[src/rtl/seg7_scan_driver.sv]
// Multiplexed multi-digit hex 7-segment driver with a double-buffered value and optional leading-zero blanking.
// Define SEG7_DP_EN to add per-digit decimal-point input dp and output seg_dp.
module seg7_scan_driver #(
    parameter int DIGITS  = 4,
    parameter int CLK_DIV = 1000
) (
    input  logic                  clk,
    input  logic                  rst,
    input  logic                  load,
    input  logic [4*DIGITS-1:0]   value,
    input  logic                  blank_lz,
    input  logic                  en,
`ifdef SEG7_DP_EN
    input  logic [DIGITS-1:0]     dp,
    output logic                  seg_dp,
`endif
    output logic [6:0]            seg,
    output logic [DIGITS-1:0]     an,
    output logic                  frame
);

    localparam int PCNT_W = (CLK_DIV > 1) ? $clog2(CLK_DIV) : 1;
    localparam int IDX_W  = (DIGITS > 1) ? $clog2(DIGITS) : 1;

    logic [PCNT_W-1:0]   pcnt, pcnt_nxt;
    logic [IDX_W-1:0]    idx, idx_nxt;
    logic [4*DIGITS-1:0] pend_val, act_val, act_val_nxt;
    logic                pend_lz, pend_flag, act_lz, act_lz_nxt;
    logic                pwrap, fwrap, xfer;
    logic [3:0]          nib;
    logic [6:0]          seg_nxt;
    logic [DIGITS-1:0]   an_nxt;
`ifdef SEG7_DP_EN
    logic [DIGITS-1:0]   pend_dp, act_dp, act_dp_nxt;
    logic                seg_dp_nxt;
`endif

    function automatic logic [6:0] hex_decode(input logic [3:0] n);
        case (n)
            4'h0: return 7'b1111110;
            4'h1: return 7'b0110000;
            4'h2: return 7'b1101101;
            4'h3: return 7'b1111001;
            4'h4: return 7'b0110011;
            4'h5: return 7'b1011011;
            4'h6: return 7'b1011111;
            4'h7: return 7'b1110000;
            4'h8: return 7'b1111111;
            4'h9: return 7'b1111011;
            4'hA: return 7'b1110111;
            4'hB: return 7'b0011111;
            4'hC: return 7'b1001110;
            4'hD: return 7'b0111101;
            4'hE: return 7'b1001111;
            default: return 7'b1000111;
        endcase
    endfunction

    // A digit is a leading zero when it and every more-significant nibble is zero; digit 0 always shows.
    function automatic logic is_blank(input logic [4*DIGITS-1:0] v, input logic [IDX_W-1:0] k);
        logic nonzero;
        nonzero = 1'b0;
        for (int i = 0; i < DIGITS; i++) begin
            if (i >= int'(k))
                nonzero = nonzero | (v[4*i +: 4] != 4'h0);
        end
        return (k != '0) && !nonzero;
    endfunction

    always_comb begin
        pwrap    = (pcnt == PCNT_W'(CLK_DIV - 1));
        fwrap    = pwrap && (idx == IDX_W'(DIGITS - 1));
        pcnt_nxt = pwrap ? '0 : pcnt + PCNT_W'(1);
        idx_nxt  = idx;
        if (pwrap)
            idx_nxt = (idx == IDX_W'(DIGITS - 1)) ? '0 : idx + IDX_W'(1);
        // Transfer uses pending contents from before this edge, so a same-edge load waits a frame.
        xfer        = fwrap && pend_flag;
        act_val_nxt = xfer ? pend_val : act_val;
        act_lz_nxt  = xfer ? pend_lz : act_lz;
        nib         = act_val_nxt[{idx_nxt, 2'b00} +: 4];
        seg_nxt     = '0;
        an_nxt      = '0;
        if (en) begin
            an_nxt  = DIGITS'(1) << idx_nxt;
            seg_nxt = (act_lz_nxt && is_blank(act_val_nxt, idx_nxt)) ? 7'b0000000 : hex_decode(nib);
        end
`ifdef SEG7_DP_EN
        act_dp_nxt = xfer ? pend_dp : act_dp;
        seg_dp_nxt = en && act_dp_nxt[idx_nxt];
`endif
    end

    always_ff @(posedge clk or posedge rst) begin
        if (rst) begin
            pcnt      <= '0;
            idx       <= '0;
            pend_val  <= '0;
            pend_lz   <= 1'b0;
            pend_flag <= 1'b0;
            act_val   <= '0;
            act_lz    <= 1'b0;
            seg       <= '0;
            an        <= '0;
            frame     <= 1'b0;
`ifdef SEG7_DP_EN
            pend_dp   <= '0;
            act_dp    <= '0;
            seg_dp    <= 1'b0;
`endif
        end else begin
            pcnt    <= pcnt_nxt;
            idx     <= idx_nxt;
            act_val <= act_val_nxt;
            act_lz  <= act_lz_nxt;
            seg     <= seg_nxt;
            an      <= an_nxt;
            frame   <= fwrap;
            if (load) begin
                pend_val  <= value;
                pend_lz   <= blank_lz;
                pend_flag <= 1'b1;
            end else if (xfer) begin
                pend_flag <= 1'b0;
            end
`ifdef SEG7_DP_EN
            if (load)
                pend_dp <= dp;
            act_dp <= act_dp_nxt;
            seg_dp <= seg_dp_nxt;
`endif
        end
    end

endmodule

[config.mk]
export PLATFORM = sky130hd
export DESIGN_NAME = seg7_scan_driver
export DESIGN_NICKNAME = d
export VERILOG_FILES = /design/src/rtl/seg7_scan_driver.sv
export SDC_FILE = /design/constraint.sdc
export NUM_CORES = 1
export LEC_CHECK = 0
export BUFFER_PORTS_ARGS = -buffer_cell sky130_fd_sc_hd__buf_2
export CORE_MARGIN = 4
export CORE_UTILIZATION = 50
export CTS_BUF_LIST = sky130_fd_sc_hd__clkbuf_4 sky130_fd_sc_hd__clkbuf_8 sky130_fd_sc_hd__clkbuf_16
export CTS_CLUSTER_DIAMETER = 120
export CTS_CLUSTER_SIZE = 24
export DETAILED_ROUTE_END_ITERATION = 8
export PLACE_DENSITY = 0.7
export RECOVER_POWER = 100
export SLEW_MARGIN = 20
export SYNTH_ARGS = -nofsm -noshare
export SYNTH_HDL_FRONTEND = slang
export SYNTH_SLANG_ARGS = --single-unit
[constraint.sdc]
create_clock -name clk -period 3.6 [get_ports clk]
set_clock_uncertainty 0.05 [all_clocks]
set_input_delay 0.72 -clock clk [delete_from_list [all_inputs] [get_ports clk]]
set_output_delay 0.72 -clock clk [all_outputs]
set_load 0.005 [all_outputs]
# Word-level counts from Yosys, hierarchy flattened
# Memory sizes are Yosys's and may differ from the RTL's.
# Index checks and enable logic that the tools add are counted.
# W data, S select, Z words.
dict set report totals {
  reg_bits 59
  romBits 112
  wordCells 51
  n_memories 1
}
dict set report op_classes {
  add_sub_neg 2
  order_cmp 3
  eq_ne 2
  n_shift 2
  n_mux 17
  n_bitwise 3
  n_reduce_logical 11
}
# name words word_bits rd rd_ports_with_merged_regs write_ports line_no
set memory_table {}
lappend memory_table {{(no name shown)} 16 7 1 0 0 39} ;# case (n)
# op count
set op_table {}
lappend op_table {{$mux W16} 1}
lappend op_table {{$reduce_bool A4 Y1} 4}
lappend op_table {{$shiftx A16 B5 Y4} 1}
lappend op_table {{$mux W7} 2}
lappend op_table {{$add A10 B1 Y10 const B} 1}
lappend op_table {{$eq A10 B10 Y1 const B} 1}
lappend op_table {{$mux W1} 10}
lappend op_table {{$mux W10} 1}
lappend op_table {{$ge A1 B2 Y1 const A} 2}
lappend op_table {{$logic_and A1 B1 Y1} 4}
lappend op_table {{$mux W2} 2}
lappend op_table {{$mux W4} 1}
lappend op_table {{$reduce_bool A2 Y1} 2}
lappend op_table {{$shl A1 B2 Y4 const A} 1}
lappend op_table {{$or A1 B1 Y1} 3}
lappend op_table {{$add A2 B1 Y2 const B} 1}
lappend op_table {{$eq A2 B2 Y1 const B} 1}
lappend op_table {{$ge A2 B2 Y1 const A} 1}
lappend op_table {{$logic_not A1 Y1} 1}

# Depth between registers and ports, before layout
dict set report logic_depth {
  word_depth 20
  mapped_depth 12
  depth_no_buf 11
}

# Worst setup path after synthesis
# OpenSTA, ideal clock, no wires.
dict set report synth_timing {
  path_kind {register to register}
  startpoint {register pcnt[0]}
  endpoint {register seg[6]}
  setup_time_ns 0.082
  t_arrival_ns 2.900
  t_required_ns 3.468
  slack_ns 0.569
  stages_incl_launch_ff 12
  n_path_buf 1
  path_cell_list {dfrtp_1 > ha_1 > nand2_4 > nor4_4 > buf_4 > mux2_2 > mux2i_1 > mux2_2 > inv_1 > ha_1 > or4_1 > a31oi_1}
}
dict set report synth_between {
  word_cells_on_any_way 31
}
# element line_no
set synth_lines {}
lappend synth_lines {{from (decl)} 25} ;# logic [PCNT_W-1:0] pcnt, pcnt_nxt;
lappend synth_lines {{from (signal assigned)} 112} ;# pcnt <= pcnt_nxt;
lappend synth_lines {{$eq A10 B10 Y1 (*)} 71} ;# pwrap = (pcnt == PCNT_W'(CLK_DIV - 1));
lappend synth_lines {{$logic_and A1 B1 Y1 (*)} 72} ;# fwrap = pwrap && (idx == IDX_W'(DIGITS - 1));
lappend synth_lines {{$logic_and A1 B1 Y1 (*)} 78} ;# xfer = fwrap && pend_flag;
lappend synth_lines {{$mux W16 (*)} 79} ;# act_val_nxt = xfer ? pend_val : act_val;
lappend synth_lines {{net act_val_nxt[8]} 27} ;# logic [4*DIGITS-1:0] pend_val, act_val, act_val_nxt;
lappend synth_lines {{parallel branches: the longest is 9 deep, another holds $mem_v2 Z16 W7} n/a}
lappend synth_lines {{$mux W7 (*)} 86} ;# seg_nxt = (act_lz_nxt && is_blank(act_val_nxt, idx_nxt)) ? 7'b0000000 : hex_decode(nib);
lappend synth_lines {{$mux W7 (*)} 84} ;# if (en) begin
lappend synth_lines {{net seg_nxt[6]} 31} ;# logic [6:0] seg_nxt;
lappend synth_lines {{to (signal assigned)} 116} ;# seg <= seg_nxt;
lappend synth_lines {{to (decl)} 17} ;# output logic [6:0] seg,
# Mark *: on every way through the listed nets, which the timed path passes. The select of a mux whose other input is x is not followed.
# A chain may end at the register's enable or synchronous reset.

# Worst setup path after layout
# Same ends and word-level chain as after synthesis.

==> summary.log <==
INFO  floorplanning  floorplan.initialDensity=0.5294
INFO  global_routing groute.usage.overall=0.1718
INFO  timing         slew_headroom=0.3348
INFO  clocking       cts_sinks=59
INFO  final_layout   layout.filler_cells=471
INFO  detailed_routing detail_route.vias_per_cell=5.381
INFO  floorplanning  die_outline_height=85.29µm
INFO  final_layout   areaGrowthSynthToFinish=14.20%
INFO  setup_path     crit_chain=ha_1 -> nand2_4 -> nor4_4 -> buf_12 -> mux2_1 -> mux2i_1 -> mux2_2 -> inv_1 -> ha_1 -> or4_1 -> a31oi_1
INFO  timing         finalCriticalPeriod=3.346ns
INFO  timing         final_max_slew_viol_count=0
INFO  timing         setup_total_negative_slack=0ns
INFO  setup_path     timing.critical_path.required=3.81ns
INFO  synth          synth_ff_type=dfrtp_1
INFO  detailed_routing wl=5549µm
INFO  placement      global_placer_s_final_weighted_congestion=0.8242
INFO  timing         maxClockFrequency=0.2989GHz
INFO  timing         transition_at_the_pin_with_the_smallest_max_transition_slack=0.9978ns
INFO  synth          netlist_area=0.002987mm²
INFO  synth          yosysUniqueCellTypes=57
INFO  synth          yosys_warnings=0
INFO  setup_path     critical_path.endpoint_type=flip-flop
INFO  detailed_routing drc=0
INFO  setup_path     critical_path.slowest_cell=or4_1
INFO  final_layout   antenna_cells_inserted=0
INFO  clocking       tritoncts=built
INFO  flow_run       cap_viol_max_count=0
INFO  placement      io_buffer_count=32
INFO  clocking       clock_tree.buffer_depth=2
INFO  global_routing first_global_vias=1,945
INFO  global_routing grt_remaining_overflow=0
INFO  min_path       hold_class=input pin to asynchronous set/reset pin
INFO  detailed_routing route.vias.total=1,948
INFO  floorplanning  num_rows=27
INFO  floorplanning  die_w=85.29µm
INFO  timing         min_period_over_period=0.9294
INFO  final_layout   multiInputGateArea=0.001400mm²
INFO  final_layout   num-nets-final=316
INFO  floorplanning  core_area=0.005642mm²
INFO  synth          post_synth_edffs=0
INFO  clocking       tritoncts.num_buffers=9
INFO  detailed_routing drt-pass1-iter-count=4
INFO  global_routing grt_antenna_before_repair=0
INFO  placement      detailedPlacementHpwl=4086µm
INFO  timing         final_hold_viol_count=0
INFO  synth          syn_nets=275
INFO  detailed_routing routedWlPerCell=15.33µm
INFO  pwr            p_per_area=393.3mW/mm²
INFO  detailed_routing first_iter_violations=121
INFO  clocking       clkLatencyLatePin=0.33ns
INFO  final_layout   drive_gt1_frac=0.3069
INFO  floorplanning  die_area=0.007274mm²
INFO  synth          synth.yosys.seq_area_share=0.4943
INFO  pwr            fin_total_pwr=1.342mW
INFO  timing         rsz0062_at_grt=false
INFO  global_routing grt_max_degree=42
INFO  pwr            p_leak=1.664nW
INFO  setup_path     crit_arrival=3.55ns
INFO  floorplanning  floorplan.io_pins=33
INFO  final_layout   finish.utilization=0.6046
INFO  global_routing global_route_wire_length_before_repair=9604µm
INFO  setup_path     slowest_delay=0.56ns
INFO  clocking       clockRootBuffer=clkbuf_8
INFO  pwr            worst_ir_drop_vdd=219.6µV
INFO  timing         finalSetupViolations=0
INFO  setup_path     cp-start-kind=flip-flop
INFO  clocking       htree_num_levels=3
INFO  run_status     result_of_the_run=finished clean
INFO  final_layout   ff_latch_area=0.001476mm²
INFO  synth          postSynthAreaPerCell=12.14µm²
INFO  detailed_routing drt.antenna.violating_nets=0
INFO  setup_path     cpMostUsedCell=ha_1
INFO  synth          netlist_instances=246
INFO  clocking       clk_pin_slew_worst_paths=0.06ns
INFO  synth          asyncSetResetFlopFracSynth=1.000
INFO  clocking       cts_hold_repair.buffers=0
INFO  setup_path     cp_max_fo=21
INFO  setup_path     critPathKind=flip-flop to flip-flop
INFO  synth          ys_ff_latch=59
==> routing by layer <==
| layer | global-route usage | vias to the layer above | part of all wire |
|---|---|---|---|
| met5 | 0 | - | 0 |
| met4 | 0.1065 | 0 | 0.033 |
| met3 | 0.03786 | 14 | 0.043 |
| met2 | 0.2479 | 39 | 0.44 |
| met1 | 0.2336 | 924 | 0.48 |
| li1 | - | 971 | - |
==> power breakdown <==
group / internal, mW / total, mW / switching, mW
Clock: 0.336 / 0.577 / 0.241
Combinational: 0.0328 / 0.0633 / 0.0305
Sequential: 0.686 / 0.701 / 0.0147
Total: 1.06 / 1.34 / 0.287
==> path summary, 6_finish.rpt <==
path / startpoint / endpoint / slack, ns / cells after the start
max: pcnt[0]$_DFF_PP0_ / seg[6]$_DFF_PP0_ / 0.25 / 11
min: rst / pcnt[0]$_DFF_PP0_ / 0.42 / 2
max reg2reg: pcnt[0]$_DFF_PP0_ / seg[6]$_DFF_PP0_ / 0.25 / 11
min reg2reg: pcnt[4]$_DFF_PP0_ / pcnt[4]$_DFF_PP0_ / 0.44 / 1
max in group asynchronous: rst / seg[0]$_DFF_PP0_ / 1.66 / 3
min in group clk: pcnt[4]$_DFF_PP0_ / pcnt[4]$_DFF_PP0_ / 0.44 / 1
==> cell usage after synthesis (2+ instances only) <==
library cell / n / area, µm²
nor3_1: 3 / 15.01
nand4_1: 3 / 18.77
o21ai_0: 6 / 30.03
o211ai_1: 2 / 15.01
a211oi_1: 3 / 22.52
mux2i_1: 12 / 120.1
inv_1: 11 / 41.29
ha_1: 8 / 100.1
buf_4: 3 / 22.52
nor4_1: 2 / 12.51
xnor2_1: 5 / 43.79
nand3_1: 5 / 25.02
nor2_1: 16 / 60.06
nor2b_1: 2 / 12.51
o31ai_4: 2 / 42.54
nand2_1: 19 / 71.32
a221o_1: 2 / 20.02
mux2_2: 31 / 349.1
a221oi_2: 2 / 30.03
a221oi_1: 2 / 17.52
a31oi_1: 3 / 18.77
dfrtp_1: 59 / 1476
buf_6: 2 / 22.52
and3_1: 3 / 18.77
xor2_1: 6 / 52.55
or4_1: 2 / 15.01
mux2_4: 2 / 30.03
==> layout make-up <==
type	count	area share
clock buffers	11	0.04255
flip-flops and latches	59	0.4329
well taps	72	0.02641
clock inverters	3	0.01174
repair buffers	39	0.06273
inverters	12	0.01321
multi-input cells	166	0.4105
==> flip-flops by register name, summed over array words and instances (netlist names), 2 cells and up <==
signal,count
idx,2
an,4
pcnt,10
act_val,16
seg,7
pend_val,16
==> what timing repair did <==
item | in CTS | in global routing
buffers inserted | 0 | 0
endpoints found under the hold margin | 0 | 0
resized for setup | 0 | 2
endpoints found under the setup margin | 0 | 1
==> cell families (layout without fill, tap and decap cells) <==
logic type                 count (synthesis)  after routing  synth area share
buffers and inverters                     21             65           0.03602
adders and majority gates                  8              8           0.03352
and+or+nand+nor                           67             67            0.1278
xor gates and xnor gates                  11             11           0.03226
DFF                                       59             59            0.4943
AOI/OAI and AO/OA                         35             35            0.1089
muxes                                     45             45            0.1672
==> metrics by stage <==
step / instances / hold slack (ns) / instance area, µm² / setup WS, ns
global route: 362 / 0.4674 / 3411 / 0.02350
CTS: 362 / 0.3060 / 3425 / 0.2356
finish: 362 / 0.4242 / 3411 / 0.2543
global placement: 348 / 0.4168 / 3239 / 0.3093
detailed placement: 348 / 0.4338 / 3239 / 0.2627
floorplan: 246 / 0.4008 / 2987 / 0.5686
==> worst max-delay path, delay by kind of cell (launching register included) <==
family                   cells  cell delay, ns
flip-flops                   1            0.39
adder cells (fa/ha/maj)      2            0.53
multiplexers                 3            0.80
AO/OA/AOI/OAI                1            0.17
buffers and inverters        2            0.30
AND/OR/NAND/NOR              3            1.02
==> placed cells by master (no fill, tap or decap), types with 6 or more instances in the layout <==
master and n:
mux2i_1 11, ha_1 8, dfrtp_1 59, inv_1 12, nand2_1 19, buf_2 25, xor2_1 6, nor2_1 16
mux2_2 27, clkbuf_1 7, clkbuf_8 10, o21ai_0 6
Power figures use the tool's default switching activity.
